### config.mk
export PLATFORM = sky130hd
export DESIGN_NAME = sdram_ctrl
export DESIGN_NICKNAME = d
export VERILOG_FILES = /design/src/rtl/sdram_ctrl_pkg.sv /design/src/rtl/sdram_ref_timer.sv /design/src/rtl/sdram_ctrl.sv
export SDC_FILE = /design/constraint.sdc
export NUM_CORES = 1
export LEC_CHECK = 0
export BUFFER_PORTS_ARGS = -buffer_cell sky130_fd_sc_hd__buf_2
export CELL_PAD_IN_SITES_DETAIL_PLACEMENT = 0
export CELL_PAD_IN_SITES_GLOBAL_PLACEMENT = 1
export CORE_UTILIZATION = 44
export CTS_CLUSTER_DIAMETER = 120
export CTS_CLUSTER_SIZE = 40
export DETAILED_ROUTE_END_ITERATION = 8
export PLACE_DENSITY = 0.8
export RECOVER_POWER = 50
export SYNTH_ARGS = -nofsm -noshare
export SYNTH_HDL_FRONTEND = slang
export SYNTH_SLANG_ARGS = --single-unit
### constraint.sdc
create_clock -name clk_100m -period 3.7 [get_ports clk_100m]
set_input_delay 0.74 -clock clk_100m [delete_from_list [all_inputs] [get_ports clk_100m]]
set_output_delay 0.74 -clock clk_100m [all_outputs]
set_load 0.02 [all_outputs]
### src/rtl/sdram_ctrl_pkg.sv
// sdram_ctrl_pkg
//   Shared state encodings and helpers for the SDRAM sequencing controller
//   and its command decoder. The decoder relies on the enum order, so new
//   states must only be appended.
package sdram_ctrl_pkg;

  typedef enum logic [3:0] {
    I_NOP,
    I_PRECHARGE,
    I_TRP,
    I_AUTO_REFRESH1,
    I_TRF1,
    I_AUTO_REFRESH2,
    I_TRF2,
    I_MRS,
    I_TMRD,
    I_DONE
  } init_state_t;

  typedef enum logic [3:0] {
    W_IDLE,
    W_ACTIVE,
    W_TRCD,
    W_READ,
    W_CL,
    W_RD,
    W_WRITE,
    W_WD,
    W_TDAL,
    W_PRECHARGE,
    W_TRP,
    W_AR,
    W_TRFC
  } work_state_t;

  localparam logic [15:0] CNT_MAX = 16'hffff;

  // A burst length field of zero encodes a full 512-beat page.
  function automatic logic [9:0] burst_len(input logic [8:0] bytes);
    return (bytes == 9'd0) ? 10'd512 : {1'b0, bytes};
  endfunction

  // True on the last cycle of a state that dwells for 'dwell' cycles,
  // given the per-state cycle counter that starts at 0.
  function automatic logic at_end(input logic [15:0] cnt, input int dwell);
    return cnt == 16'(dwell - 1);
  endfunction

endpackage

### src/rtl/sdram_ref_timer.sv
// sdram_ref_timer
//   Auto-refresh interval timer. Counts while the SDRAM is initialised and
//   raises ref_pend once every T_REF cycles; the work FSM clears it when it
//   enters the auto-refresh state.
// Ports:
//   clk_100m  in  system clock
//   rst_n     in  asynchronous active-low reset
//   en        in  high once initialisation has finished
//   clr       in  refresh is being issued this cycle
//   ref_pend  out a refresh is owed to the SDRAM
module sdram_ref_timer #(
  parameter int T_REF = 780
) (
  input  logic clk_100m,
  input  logic rst_n,
  input  logic en,
  input  logic clr,
  output logic ref_pend
);

  logic [15:0] ref_cnt;

  // A new interval expiry wins over a simultaneous clear so that a refresh
  // is never lost.
  always_ff @(posedge clk_100m or negedge rst_n) begin
    if (!rst_n) begin
      ref_cnt  <= 16'd0;
      ref_pend <= 1'b0;
    end else if (!en) begin
      ref_cnt  <= 16'd0;
    end else if (ref_cnt == 16'(T_REF - 1)) begin
      ref_cnt  <= 16'd0;
      ref_pend <= 1'b1;
    end else begin
      ref_cnt  <= ref_cnt + 16'd1;
      if (clr) ref_pend <= 1'b0;
    end
  end

endmodule

### src/rtl/sdram_ctrl.sv
// sdram_ctrl
//   Sequencing controller for the 100 MHz SDRAM: power-up initialisation,
//   write/read arbitration and periodic auto-refresh. State and cycle count
//   feed the registered command decoder; the strobes pace the datapaths.
// Ports:
//   clk_100m, rst_n           clock, asynchronous active-low reset
//   sdwr_req/sdrd_req         level requests, held until the matching ack
//   sdwr_bytes/sdrd_bytes     burst length in beats (0 = 512)
//   init_state/work_state     FSM states for the decoder
//   cnt_clk                   cycles spent in the current state
//   sys_r_wn                  1 = write transaction, 0 = read
//   sdram_busy                low only when initialised and idle
//   sdwr_ack/sdrd_ack         grant pulses, coincide with W_ACTIVE
//   sdwr_data_en/sdrd_data_vld per-beat data strobes
//   sdwr_done/sdrd_done       completion pulses in the last W_TRP cycle
module sdram_ctrl
  import sdram_ctrl_pkg::*;
#(
  parameter int T_POWERUP = 20000,
  parameter int T_RP      = 3,
  parameter int T_RFC     = 7,
  parameter int T_MRD     = 2,
  parameter int T_RCD     = 3,
  parameter int CL        = 3,
  parameter int T_WR      = 2,
  parameter int T_REF     = 780
) (
  input  logic        clk_100m,
  input  logic        rst_n,
  input  logic        sdwr_req,
  input  logic        sdrd_req,
  input  logic [8:0]  sdwr_bytes,
  input  logic [8:0]  sdrd_bytes,
  output logic [3:0]  init_state,
  output logic [3:0]  work_state,
  output logic [15:0] cnt_clk,
  output logic        sys_r_wn,
  output logic        sdram_busy,
  output logic        sdwr_ack,
  output logic        sdrd_ack,
  output logic        sdwr_data_en,
  output logic        sdrd_data_vld,
  output logic        sdwr_done,
  output logic        sdrd_done
);

  init_state_t init_q, init_nxt;
  work_state_t work_q, work_nxt;
  logic [15:0] cnt_nxt;
  logic [9:0]  blen_q;
  logic [15:0] blen_ext;
  logic        last_was_rd;
  logic        grant_wr, grant_rd;
  logic        ref_pend;

  assign init_state = init_q;
  assign work_state = work_q;
  assign blen_ext   = {6'd0, blen_q};

  sdram_ref_timer #(.T_REF(T_REF)) u_ref_timer (
    .clk_100m (clk_100m),
    .rst_n    (rst_n),
    .en       (init_q == I_DONE),
    .clr      (work_nxt == W_AR),
    .ref_pend (ref_pend)
  );

  // Next-state decode for both FSMs. Outputs are registered from these
  // next-state values so that every strobe lines up with its state.
  always_comb begin
    init_nxt = init_q;
    work_nxt = work_q;
    grant_wr = 1'b0;
    grant_rd = 1'b0;

    case (init_q)
      I_NOP:           if (at_end(cnt_clk, T_POWERUP)) init_nxt = I_PRECHARGE;
      I_PRECHARGE:     init_nxt = I_TRP;
      I_TRP:           if (at_end(cnt_clk, T_RP)) init_nxt = I_AUTO_REFRESH1;
      I_AUTO_REFRESH1: init_nxt = I_TRF1;
      I_TRF1:          if (at_end(cnt_clk, T_RFC)) init_nxt = I_AUTO_REFRESH2;
      I_AUTO_REFRESH2: init_nxt = I_TRF2;
      I_TRF2:          if (at_end(cnt_clk, T_RFC)) init_nxt = I_MRS;
      I_MRS:           init_nxt = I_TMRD;
      I_TMRD:          if (at_end(cnt_clk, T_MRD)) init_nxt = I_DONE;
      default:         init_nxt = I_DONE;
    endcase

    if (init_q == I_DONE) begin
      case (work_q)
        // Refresh first; on contention serve the type not served last.
        W_IDLE: begin
          if (ref_pend) begin
            work_nxt = W_AR;
          end else if (sdwr_req && (!sdrd_req || last_was_rd)) begin
            work_nxt = W_ACTIVE;
            grant_wr = 1'b1;
          end else if (sdrd_req) begin
            work_nxt = W_ACTIVE;
            grant_rd = 1'b1;
          end
        end
        W_ACTIVE:    work_nxt = W_TRCD;
        W_TRCD:      if (at_end(cnt_clk, T_RCD - 1)) work_nxt = sys_r_wn ? W_WRITE : W_READ;
        W_WRITE:     work_nxt = (blen_q == 10'd1) ? W_TDAL : W_WD;
        W_WD:        if (cnt_clk == blen_ext - 16'd2) work_nxt = W_TDAL;
        W_TDAL:      if (at_end(cnt_clk, T_WR)) work_nxt = W_PRECHARGE;
        W_READ:      work_nxt = W_CL;
        W_CL:        if (at_end(cnt_clk, CL)) work_nxt = W_RD;
        W_RD:        if (cnt_clk == blen_ext - 16'd1) work_nxt = W_PRECHARGE;
        W_PRECHARGE: work_nxt = W_TRP;
        W_TRP:       if (at_end(cnt_clk, T_RP)) work_nxt = W_IDLE;
        W_AR:        work_nxt = W_TRFC;
        W_TRFC:      if (at_end(cnt_clk, T_RFC)) work_nxt = W_IDLE;
        default:     work_nxt = W_IDLE;
      endcase
    end

    if (init_nxt != init_q || work_nxt != work_q)
      cnt_nxt = 16'd0;
    else if (cnt_clk == CNT_MAX)
      cnt_nxt = CNT_MAX;
    else
      cnt_nxt = cnt_clk + 16'd1;
  end

  // State, counter and registered outputs.
  always_ff @(posedge clk_100m or negedge rst_n) begin
    if (!rst_n) begin
      init_q        <= I_NOP;
      work_q        <= W_IDLE;
      cnt_clk       <= 16'd0;
      sys_r_wn      <= 1'b1;
      last_was_rd   <= 1'b1;
      blen_q        <= 10'd0;
      sdram_busy    <= 1'b1;
      sdwr_ack      <= 1'b0;
      sdrd_ack      <= 1'b0;
      sdwr_data_en  <= 1'b0;
      sdrd_data_vld <= 1'b0;
      sdwr_done     <= 1'b0;
      sdrd_done     <= 1'b0;
    end else begin
      init_q  <= init_nxt;
      work_q  <= work_nxt;
      cnt_clk <= cnt_nxt;

      if (grant_wr) begin
        sys_r_wn    <= 1'b1;
        last_was_rd <= 1'b0;
        blen_q      <= burst_len(sdwr_bytes);
      end else if (grant_rd) begin
        sys_r_wn    <= 1'b0;
        last_was_rd <= 1'b1;
        blen_q      <= burst_len(sdrd_bytes);
      end

      sdwr_ack      <= grant_wr;
      sdrd_ack      <= grant_rd;
      sdwr_data_en  <= (work_nxt == W_WRITE) || (work_nxt == W_WD);
      sdrd_data_vld <= (work_nxt == W_RD);
      sdwr_done     <= (work_nxt == W_TRP) && at_end(cnt_nxt, T_RP) && sys_r_wn;
      sdrd_done     <= (work_nxt == W_TRP) && at_end(cnt_nxt, T_RP) && !sys_r_wn;
      sdram_busy    <= !((init_nxt == I_DONE) && (work_nxt == W_IDLE));
    end
  end

endmodule

* Yosys cells after proc, flatten, opt, wreduce, memory -nomap -nowiden
Cells that the tools add are included.
** Storage, ports and cells
- Register bits :: 60
- Bits of input ports :: 22
- Output and inout port bits :: 32
- Word-level logic and storage cells :: 120
** Cells by class
- Add/sub/neg operators :: 4
- Eq/ne operators :: 39
- Mux-type cells :: 43
- Reduce and logical (&&, ||, !) cells :: 19
** Operators by type and width (number)
- $mux 4 :: 17
- $mux 16 :: 4
- $pmux 4 s13 :: 1
- $eq 4x3->1 const B :: 11
- $eq 4x4->1 const B :: 10
- $mux 10 :: 4
- $pmux 4 s9 :: 1
- $add 16x1->16 const B :: 2
- $eq 16x16->1 :: 2
- $eq 16x2->1 const B :: 2
- $logic_not 9->1 :: 2
- $eq 16x1->1 const B :: 1
- $eq 16x10->1 const B :: 1
- $eq 16x15->1 const B :: 1
- $eq 16x16->1 const B :: 1
- $eq 16x3->1 const B :: 1
- $eq 4x2->1 const B :: 4
- $mux 1 :: 15
- $logic_not 4->1 :: 3
- $sub 10x1->11 const B :: 1
- $sub 10x2->11 const B :: 1
- $eq 10x1->1 const B :: 1
- $eq 4x1->1 const B :: 2
- $ne 4x4->1 :: 2
- other kinds (6) :: 15

* Longest topological paths before layout
Gate-level depths: netlist of run 1.
- Depth after elaboration :: 13
- Gate-level depth with buffers :: 12
- Gate-level depth less buffers :: 10

* Cells and area by module
From an unflattened synthesis of run 1, not the netlist that was laid out.
** Unflattened totals
- Cells, all modules :: 489
- Area total of the unflattened synthesis :: 4246.6 µm²
** By module, submodules not included
- sdram_ctrl :: instances 1, cells each 403, area an instance 3378.2 µm², sequential area each 1079.8 µm²
- sdram_ref_timer :: instances 1, cells each 86, area an instance 868.3 µm², sequential area each 425.4 µm²

* Least setup slack after synthesis of run 1
OpenSTA, ideal clock, no wires.
- Path kind :: register to register
- Start point :: reg cnt_clk[0]
- End point :: reg sdram_busy
- Setup time :: 88 ps
- Data arrival time :: 3005 ps
- Required time :: 3612 ps
- Path slack :: 608 ps
- Stages on the path, launching flop included :: 13
- Path buffers :: 2
- Period minus slack after synthesis :: 3092 ps
- Path through :: dfrtp_1 > clkbuf_1 > inv_1 > ha_1 > or4b_2 > nor4_1 > o221ai_1 > a22oi_1 > o21ai_0 > or2_2 > buf_2 > nor4_1 > nand3_1
** On the way
- Word-level cells in the longest chain between the ends :: 7
- Elaborated cells on any way between the ends :: 25
- Classes of those cells :: 7 x eq/ne; 15 x mux; 3 x reduce/logical
** RTL lines
- from (decl) :: RTL line sdram_ctrl.sv:36 : output logic [15:0] cnt_clk,
- from (signal assigned) :: RTL line sdram_ctrl.sv:146 : cnt_clk <= cnt_nxt;
- $eq 16x3->1, or another cell as far along :: RTL line sdram_ctrl_pkg.sv:46 : return cnt == 16'(dwell - 1);
- $mux 4, or another cell as far along :: RTL line sdram_ctrl.sv:114 : W_TRFC: if (at_end(cnt_clk, T_RFC)) work_nxt = W_IDLE;
- $pmux 4 s13 * :: RTL line sdram_ctrl.sv:90 : case (work_q)
- $mux 4 * :: RTL line sdram_ctrl.sv:89 : if (init_q == I_DONE) begin
- net work_nxt[3] :: RTL line sdram_ctrl.sv:48 : work_state_t work_q, work_nxt;
- $logic_not 4->1 * :: RTL line sdram_ctrl.sv:164 : sdram_busy <= !((init_nxt == I_DONE) && (work_nxt == W_IDLE));
- $logic_and 1x1->1 * :: RTL line sdram_ctrl.sv:164
- $logic_not 1->1 * :: RTL line sdram_ctrl.sv:164
- to (signal assigned) :: RTL line sdram_ctrl.sv:164
- to (decl) :: RTL line sdram_ctrl.sv:38 : output logic sdram_busy,
The timed path passes the listed nets; every way through them passes the cells marked *.
A chain may end at the register's enable or synchronous reset.

* Final worst setup path of run 1
- Start point :: reg blen_q[5]
- End point :: reg sdwr_done
** On the way
- Word-level cells in the longest chain between the ends :: 11
- Elaborated cells on any way between the ends :: 17
- Classes of those cells :: 2 x add/sub; 6 x eq/ne; 6 x mux; 3 x reduce/logical
** RTL lines
- from (decl) :: RTL line sdram_ctrl.sv:50 : logic [9:0] blen_q;
- from (signal assigned) :: RTL line sdram_ctrl.sv:151 : blen_q <= burst_len(sdwr_bytes);
- from (signal assigned) :: RTL line sdram_ctrl.sv:155 : blen_q <= burst_len(sdrd_bytes);
- $sub 10x1->11 or $sub 10x2->11 (tied branches) :: RTL line sdram_ctrl.sv:110, sdram_ctrl.sv:106
- $eq 16x16->1, on equally long branches :: RTL line sdram_ctrl.sv:110, sdram_ctrl.sv:106
- $mux 4, on equally long branches :: RTL line sdram_ctrl.sv:110, sdram_ctrl.sv:106
- $pmux 4 s13 * :: RTL line sdram_ctrl.sv:90
- $mux 4 * :: RTL line sdram_ctrl.sv:89
- $ne 4x4->1 :: RTL line sdram_ctrl.sv:119 : if (init_nxt != init_q || work_nxt != work_q)
- $logic_or 1x1->1 :: RTL line sdram_ctrl.sv:119
- $mux 16 :: RTL line sdram_ctrl.sv:119
- $eq 16x2->1 :: RTL line sdram_ctrl_pkg.sv:46
- $logic_and 1x1->1 * (2 in series) :: RTL line sdram_ctrl.sv:162 : sdwr_done <= (work_nxt == W_TRP) && at_end(cnt_nxt, T_RP) && sys_r_wn;
- to (signal assigned) :: RTL line sdram_ctrl.sv:162
- to (decl) :: RTL line sdram_ctrl.sv:43 : output logic sdwr_done,
Every way passes the cells marked *; elsewhere a longest branch is shown, timed or not.

==> results of run 1 <==
==> worst paths after layout <==
kind	from	to	slack, ns	cells past startpoint
worst max-delay path	blen_q[5]$_DFFE_PN0P_	sdwr_done$_DFF_PN0_	0.27	8
worst min-delay path	u_ref_timer.ref_cnt[0]$_DFF_PN0_	u_ref_timer.ref_cnt[0]$_DFF_PN0_	0.49	1
worst max register to register	blen_q[5]$_DFFE_PN0P_	sdwr_done$_DFF_PN0_	0.27	8
worst min register to register	u_ref_timer.ref_cnt[0]$_DFF_PN0_	u_ref_timer.ref_cnt[0]$_DFF_PN0_	0.49	1
max in group asynchronous	rst_n	cnt_clk[6]$_DFF_PN0_	1.06	2
min in group asynchronous	rst_n	u_ref_timer.ref_cnt[5]$_DFF_PN0_	1.11	1
==> power by group through the flow <==
stage / clock network, W / registers, W / logic (W)
final: 0.000535 / 0.000681 / 0.000123
after global routing: 0.000573 / 0.000683 / 0.000137
after CTS: 0.000548 / 0.000681 / 0.000123
after detailed placement: 0 / 0.000694 / 0.000123
after global placement: 0 / 0.000693 / 0.000120
after floorplan: 0 / 0.000685 / 0.0000790
==> area by class of cell <==
class	instances	area [um^2]
Inverter	15	56.3
Clock inverter	4	25.0
Multi-Input combinational cell	418	2600
Fill cell	949	4500
Sequential cell	60	1510
Clock buffer	12	145
Timing Repair Buffer	70	375
Tap cell	129	161
==> metrics by stage <==
stage	power, W	cells	utilization (%)	instance area (um^2)	hold WS [ns]
after floorplan	0.000764	530	-	4320	0.444
after global placement	0.000813	692	50.3	4720	0.483
after detailed placement	0.000817	692	50.3	4720	0.488
after CTS	0.00135	708	52.1	4890	0.497
after global routing	0.00139	708	51.9	4870	0.526
final	0.00134	708	51.9	4870	0.495
==> critical path, cell delays in order (launching register included) <==
cell and delay (ns):
dfrtp_1 0.48, or4_4 0.57, or4_4 0.57, a2111oi_2 0.39, o221ai_2 0.20, nor4_1 0.44, o211ai_1 0.16, nor4b_2 0.29
nor3b_1 0.24
==> cell families after synthesis <==
family	after synthesis	share of synthesized area (%)
simple gates	275	33.4
compound gates	94	15.9
flops	60	34.9
buf+inv	52	4.93
xor+xnor	38	8.03
fa+ha+maj	7	2.03
mux	4	0.927
==> cell usage in the layout, fill, tap and decap left out, types with 10 or more instances in the layout <==
cell / netlist / layout
nor2_1: 64 / 64
nand2_1: 61 / 61
dfrtp_1: 57 / 57
buf_2: 2 / 41
nand4_1: 27 / 27
nand3_1: 22 / 22
xnor2_1: 21 / 21
o21ai_0: 18 / 18
xor2_1: 16 / 16
nor3_1: 16 / 16
buf_4: 0 / 16
inv_1: 15 / 15
nor4_1: 14 / 14
clkbuf_1: 33 / 14
a21oi_1: 11 / 11
a22oi_1: 10 / 10
clkbuf_8: 0 / 10
==> routing by layer <==
layer,global-route usage (%),vias up
met3,4.44,23
met2,40.5,129
met5,0,-
li1,-,2017
met1,32.1,2017
met4,8.58,0
==> state kept, by name, summed over array words and instances, names as in the netlist <==
register,count
u_ref_timer.ref_pend,1
sdwr_ack,1
sdrd_data_vld,1
u_ref_timer.ref_cnt,16
sdwr_done,1
init_state,4
cnt_clk,16
last_was_rd,1
sdwr_data_en,1
blen_q,10
sdram_busy,1
sdrd_done,1
sdrd_ack,1
work_state,4
sys_r_wn,1
==> results.toml, run 1 <==
[power_and_ir_drop]
vdd_drop_max_uv = 118
power_frac_clock_pct = 39.9
p_sw_share_pct = 27.3
power_frac_seq_pct = 50.9
internal-power_w = 0.000973
combPwrFrac_pct = 9.2
power.density_nw_per_um2 = 275
p_sw_w = 0.000365
power.leakage_nw = 2.10

[cells_and_area]
n_antenna_cell = 0
drive_above_1_share_pct = 16.8
syn_to_final_growth_pct = 12.7
fin_nets = 603

[synth]
async_flop_share_pct = 100
synth_flop_cell = "dfrtp_1"
syn_area_um2 = 4320
synth.distinct_cells = 68
synth_commonest_cells = "nor2_1, nand2_1, dfrtp_1, clkbuf_1, nand4_1"
synth.area.top_cells = "dfrtp_1, nor2_1, nand2_1"
seq_area_frac_synth_pct = 34.9
synth.avg_cell_area_um2 = 8.15
synth.top_cell.area_share_pct = 33.0
ys_seq_elements = 60
synth.largest_area_cell = "dfrtp_1"
synth-edff-count = 0
synthCells = 530
synth.most_common_cell = "nor2_1"
ys_warn_count = 0
synth.net_count = 559

[routing]
first_pass_iters = 4
wl_met1_mm = 5.49
wl_per_cell_um = 16.9
wl_met3_um = 564
dr_wl_met2_mm = 5.70
post_drt_via_cell_ratio = 5.91
maxUsedRoutingLayer = "met4"
via_count = 4186
initialDrtViolationCount = 205
routed_wl_mm = 12.0
drc = 0
ant_nets = 0

[floorplanning]
rows = 35
die_w_um = 101
io_pins = 54
dieHeight_um = 101
core_area_um2 = 9370
initial_utilization_pct = 46.1
dieArea_um2 = 10200

[worst_setup_path]
start_kind = "register"
crit_fanout = 9
criticalPathCategory = "reg2reg"
arrival_ns = 3.68
cp.required_ns = 3.95
end_kind = "register"

[sta]
max_slew_margin_pct = -58.8
finClkSkew_ns = 0.0118
slew_violations = 43
fin_ws_ns = 0.268
finalSetupViolations = 0
period_share_pct = 92.8
hold_viol_final = 0
rsz0062_at_grt = "no"
tightest_slew_ns = 2.38
fin_crit_ns = 3.43
clock.fmax_ghz = 0.291
setup_tns_ns = 0

[cts]
cts-root-buf = "clkbuf_8"
numCtsBuffers = 9
cts_setup_buffers = 0
cts_sinks = 60
cts_hold_buf = 0
cts_max_path_buffers = 2
clkLatencyLatePin_ns = 0.35
cts_resized = 0
h-tree-depth = 3
cts_tree = "built"
path_clk_slew_ns = 0.08

[global_route]
grt_pass1_wl_mm = 19.5
grt_max_degree = 43
gr-total-overflow = 0
grt_pass1_vias = 3963
antenna_found_initial = 0
grt.total_usage_pct = 24.5

[place]
buffer_ports.inserted = 53
dpl.hpwl_mm = 8.77
pre_cts_slack_ns = 0.333
place.gp.congestion = 0.968

[flow_run]
max-cap-violations = 1

[status]
outcome = "finished with violations"
violations = "capacitance limit, slew limit"

[worst_hold_path]
worstHoldPathType = "reg2reg"
Note: power is estimated with default switching activity, not from simulation.
==> run 2, diff against run 1 <==
--- a/config.mk
+++ b/config.mk
@@ -5,14 +5,15 @@
 export SDC_FILE = /design/constraint.sdc
 export NUM_CORES = 1
 export LEC_CHECK = 0
-export BUFFER_PORTS_ARGS = -buffer_cell sky130_fd_sc_hd__buf_2
 export CELL_PAD_IN_SITES_DETAIL_PLACEMENT = 0
 export CELL_PAD_IN_SITES_GLOBAL_PLACEMENT = 1
-export CORE_UTILIZATION = 44
+export CORE_ASPECT_RATIO = 2
+export CORE_UTILIZATION = 48
 export CTS_CLUSTER_DIAMETER = 120
 export CTS_CLUSTER_SIZE = 40
 export DETAILED_ROUTE_END_ITERATION = 8
-export PLACE_DENSITY = 0.8
+export DONT_BUFFER_PORTS = 1
+export PLACE_DENSITY = 0.79
 export RECOVER_POWER = 50
 export SYNTH_ARGS = -nofsm -noshare
 export SYNTH_HDL_FRONTEND = slang
==> run 2 against run 1 <==
The run now ends clean. Register-to-register slack improved by 0.16 ns. Count of clock-buffer cells in the layout fell by 1. Total power rose by 24%. Largest cell class unchanged. Wire length rose by 14%. Core utilization rose by 3.3 points. Flip-flop and latch count did not move.
==> results.toml, run 2 (synthesis results as in run 1) <==
[cts]
cts_max_path_buffers = 2
cts_tree = "built"
cts_sinks = 60
path_clk_slew_ns = 0.05
numCtsBuffers = 9
cts_resized = 0
h-tree-depth = 3
clkLatencyLatePin_ns = 0.34
cts-root-buf = "clkbuf_16"

[floorplanning]
initial_utilization_pct = 49.9
die_w_um = 69.1
dieHeight_um = 136
rows = 48
io_pins = 54
dieArea_um2 = 9400
core_area_um2 = 8650

[sta]
hold_viol_final = 0
fin_ws_ns = 0.429
max_slew_margin_pct = 45.9
period_share_pct = 88.4
tightest_slew_ns = 0.812
clock.fmax_ghz = 0.306
slew_violations = 0
setup_tns_ns = 0
fin_crit_ns = 3.27
finClkSkew_ns = 0.00421
finalSetupViolations = 0
rsz0062_at_grt = "no"

[global_route]
grt_max_degree = 61
grt_pass1_vias = 4114
grt.total_usage_pct = 30.5
grt_pass1_wl_mm = 21.8
gr-total-overflow = 0
antenna_found_initial = 0

[place]
pre_cts_slack_ns = 0.169
buffer_ports.inserted = 0
dpl.hpwl_mm = 10.3
place.gp.congestion = 1.01
placed_cells = 615

[routing]
first_pass_iters = 6
via_count = 4073
ant_nets = 0
wl_met3_um = 587
drc = 0
routed_wl_mm = 13.6
post_drt_via_cell_ratio = 6.44
initialDrtViolationCount = 254
maxUsedRoutingLayer = "met4"
wl_met1_mm = 4.53
wl_per_cell_um = 21.5
dr_wl_met2_mm = 7.81

[power_and_ir_drop]
power.density_nw_per_um2 = 347
internal-power_w = 0.00129
power_frac_seq_pct = 41.2
p_sw_w = 0.000366
p_sw_share_pct = 22.1
combPwrFrac_pct = 5.5
power_frac_clock_pct = 53.3
vdd_drop_max_uv = 231
power.leakage_nw = 2.00

[cells_and_area]
syn_to_final_growth_pct = 10.7
drive_above_1_share_pct = 11.3
final_common_cell = "nor2_1"
layout_common_cells = "nor2_1, nand2_1, dfrtp_1"
n_antenna_cell = 0
fillers = 838
fin_nets = 556
reg_top3 = "cnt_clk: 16 flops, u_ref_timer.ref_cnt: 16 flops, blen_q: 10 flops"
layoutNonFillerInstCount = 632

[worst_setup_path]
r2r_cells = 9
end_kind = "register"
arrival_ns = 3.52
crit_fanout = 18
start_kind = "register"
r2r-start = "cnt_clk[10]$_DFF_PN0_"
cp.required_ns = 3.95
critical_path.startpoint = "cnt_clk[10]$_DFF_PN0_"
criticalPathCategory = "reg2reg"

[worst_hold_path]
worstHoldPathType = "in2async"

[status]
outcome = "finished, final reports clean"

[flow_run]
max-cap-violations = 0
==> run 2: stage by stage <==
| stage | cell area [um^2] | hold WS (ns) | power (W) | util (%) |
|---|---|---|---|---|
| 2_1_floorplan | 4320 | 0.444 | 0.000764 | - |
| 3_3_place_gp | 4450 | 0.446 | 0.000784 | 51.5 |
| 3_5_place_dp | 4450 | 0.446 | 0.000785 | 51.5 |
| 4_1_cts | 4760 | 0.0873 | 0.00167 | 55.1 |
| 5_1_grt | 4780 | 0.0824 | 0.00171 | 55.3 |
| 6_report | 4780 | 0.0892 | 0.00166 | 55.3 |
==> run 2: what timing repair did <==
| action | CTS | global route |
|---|---|---|
| hold buffers | 0 | 0 |
| buffers inserted | 0 | 1 |
| endpoints found under the setup margin | 0 | 10 |
==> run 2: worst paths after layout <==
path | end | slack [ns]
worst max-delay path | sdwr_done$_DFF_PN0_ | 0.43
worst min-delay path | u_ref_timer.ref_cnt[1]$_DFF_PN0_ | 0.09
min in group clk_100m | u_ref_timer.ref_cnt[0]$_DFF_PN0_ | 0.48
max in group asynchronous | sdram_busy$_DFF_PN1_ | 3.42
worst max register to register | sdwr_done$_DFF_PN0_ | 0.43
worst min register to register | u_ref_timer.ref_cnt[0]$_DFF_PN0_ | 0.48
==> run 2: critical path, cell delays in order, from the launching register on <==
cell and delay (ns):
dfrtp_1 0.59, or4b_2 0.72, nor4_1 0.28, nor3_1 0.11, a211oi_1 0.61, o22ai_1 0.16, nand2_1 0.10, buf_4 0.25
nand4_1 0.13, nor3b_1 0.23
==> run 2: layout make-up <==
| cell class | count | area, um^2 | area share (%) |
|---|---|---|---|
| Multi-Input combinational cell | 418 | 2600 | 54.4 |
| Sequential cell | 60 | 1510 | 31.5 |
| Clock buffer | 11 | 233 | 4.87 |
| Timing Repair Buffer | 23 | 181 | 3.80 |
| Tap cell | 100 | 125 | 2.62 |
| Clock inverter | 5 | 77.6 | 1.62 |
| Inverter | 15 | 56.3 | 1.18 |
==> run 2: power groups by stage <==
stage	Clock, W	Combinational (W)	Sequential, W
after global placement	0	0.0000895	0.000694
after global routing	0.000920	0.000100	0.000685
after detailed placement	0	0.0000907	0.000695
final	0.000884	0.0000920	0.000684
after CTS	0.000893	0.0000910	0.000684
after floorplan	0	0.0000790	0.000685
==> run 2: layer usage <==
metal | global-route usage (%) | up-vias
met3 | 5.34 | 43
met1 | 28.9 | 1982
li1 | - | 1926
met4 | 16.4 | 0
met2 | 60.1 | 122
met5 | 0 | -
==> run 3, diff against run 2 <==
--- a/config.mk
+++ b/config.mk
@@ -5,15 +5,13 @@
 export SDC_FILE = /design/constraint.sdc
 export NUM_CORES = 1
 export LEC_CHECK = 0
-export CELL_PAD_IN_SITES_DETAIL_PLACEMENT = 0
-export CELL_PAD_IN_SITES_GLOBAL_PLACEMENT = 1
 export CORE_ASPECT_RATIO = 2
-export CORE_UTILIZATION = 48
+export CORE_UTILIZATION = 50
 export CTS_CLUSTER_DIAMETER = 120
 export CTS_CLUSTER_SIZE = 40
 export DETAILED_ROUTE_END_ITERATION = 8
 export DONT_BUFFER_PORTS = 1
-export PLACE_DENSITY = 0.79
+export PLACE_DENSITY = 0.64
 export RECOVER_POWER = 50
 export SYNTH_ARGS = -nofsm -noshare
 export SYNTH_HDL_FRONTEND = slang
==> run 3 against run 2 <==
Sequential power about the same. Highest routed layer unchanged. Flip-flop and latch count unchanged. Critical endpoint is now sdrd_done$_DFF_PN0_. Core utilization up 2.2 points. First-iteration DRC count up 22%. Via count up 1.9%. Count of clock-buffer cells in the layout up 2. Register-to-register slack worse by 0.12 ns. Die area down 3.9%. Non-clock buffer count down 3. Hold slack better by 0.0046 ns. Final area up 0.31%. Critical path type unchanged. Clock skew up 0.0010 ns.
==> results.toml, run 3 (synthesis results as in run 1) <==
[sta]
clock.fmax_ghz = 0.295
period_share_pct = 91.5
fin_crit_ns = 3.39
rsz0062_at_grt = "no"
hold_viol_final = 0
tightest_slew_ns = 0.840
max_slew_margin_pct = 44.0
finClkSkew_ns = 0.00524
setup_tns_ns = 0
slew_violations = 0
finalSetupViolations = 0

[global_route]
grt.total_usage_pct = 31.4
gr-total-overflow = 0
grt_pass1_wl_mm = 20.7
antenna_found_initial = 0
grt_max_degree = 61
grt_pass1_vias = 4085

[cells_and_area]
reg_top3 = "cnt_clk: 16 flops, u_ref_timer.ref_cnt: 16 flops, blen_q: 10 flops"
n_antenna_cell = 0
layout_common_cells = "nor2_1, nand2_1, dfrtp_1"
final_common_cell = "nor2_1"
final_util_pct = 57.4
fin_nets = 553
syn_to_final_growth_pct = 11.0
drive_above_1_share_pct = 11.0

[flow_run]
max-cap-violations = 0

[routing]
drc = 0
ant_nets = 0
via_count = 4151
initialDrtViolationCount = 310
wl_per_cell_um = 20.7
post_drt_via_cell_ratio = 6.62
first_pass_iters = 6
routed_wl_mm = 12.9

[cts]
cts-root-buf = "clkbuf_16"
cts_tree = "built"
cts_sinks = 60
clkLatencyLatePin_ns = 0.34
cts_resized = 0
h-tree-depth = 3
cts_max_path_buffers = 2
path_clk_slew_ns = 0.05
cts_hold_buf = 0
numCtsBuffers = 9
cts_setup_buffers = 0

[place]
place.gp.congestion = 1.03
buffer_ports.inserted = 0
dpl.hpwl_mm = 9.73

[power_and_ir_drop]
power.leakage_nw = 2.01
power.density_nw_per_um2 = 377
vdd_drop_max_uv = 239

[worst_setup_path]
criticalPathCategory = "reg2reg"
r2r_cells = 11
end_kind = "register"
crit_fanout = 12
arrival_ns = 3.63
start_kind = "register"
cp.required_ns = 3.95

[floorplanning]
die_w_um = 67.7
dieHeight_um = 133
rows = 47
initial_utilization_pct = 51.7
io_pins = 54
core_area_um2 = 8350
dieArea_um2 = 9030

[status]
outcome = "finished, final reports clean"

[worst_hold_path]
worstHoldPathType = "in2async"
[run 3: critical path: stages, from the launching register on]
cell      delay (ns)
dfrtp_1         0.37
buf_4           0.20
ha_1            0.24
nand4_1         0.24
nor4_1          0.11
buf_4           0.16
nand2b_1        0.38
nand2_1         0.14
nor4b_1         0.62
o211ai_1        0.23
nor4b_2         0.35
nor3b_1         0.23
[run 3: per-layer routing]
layer	track usage, %	wire length, um	vias up
li1	-	-	1907
met1	30.6	4320	1996
met2	53.6	6930	183
met3	7.19	661	65
met4	24.8	1030	0
met5	0	0	-
[run 3: layout make-up]
cell class                 count  area, um^2
sequential                    60        1510
fill                         764        3560
multi-input combinational    418        2600
clock inverter                 3        90.1
tap                           98         123
inverter                      15        56.3
clock buffer                  13         280
timing repair buffer          20         139
[run 3: final timing paths]
path | startpoint | endpoint | slack, ns
setup / recovery | cnt_clk[0]$_DFF_PN0_ | sdrd_done$_DFF_PN0_ | 0.31
hold / removal | rst_n | blen_q[0]$_DFFE_PN0P_ | 0.09
setup reg to reg | cnt_clk[0]$_DFF_PN0_ | sdrd_done$_DFF_PN0_ | 0.31
hold reg to reg | u_ref_timer.ref_cnt[0]$_DFF_PN0_ | u_ref_timer.ref_cnt[0]$_DFF_PN0_ | 0.50
max in group asynchronous | rst_n | sdram_busy$_DFF_PN1_ | 3.42
min in group clk_100m | u_ref_timer.ref_cnt[0]$_DFF_PN0_ | u_ref_timer.ref_cnt[0]$_DFF_PN0_ | 0.50
[run 3: power breakdown]
group	switching (W)	internal [W]	total (W)
registers	0.0000164	0.000667	0.000683
clock network	0.000302	0.000731	0.00103
logic	0.0000522	0.0000387	0.0000908
[run 3: stage by stage]
stage	total power [W]	instance area, um^2	instances	setup slack (ns)	hold WS [ns]
floorplan	0.000764	4320	530	0.608	0.444
global placement	0.000780	4430	611	0.401	0.446
detailed placement	0.000783	4430	611	0.410	0.446
CTS	0.00181	4800	627	0.393	0.0902
global route	0.00186	4790	627	0.0908	0.0864
finish	0.00181	4790	627	0.313	0.0938
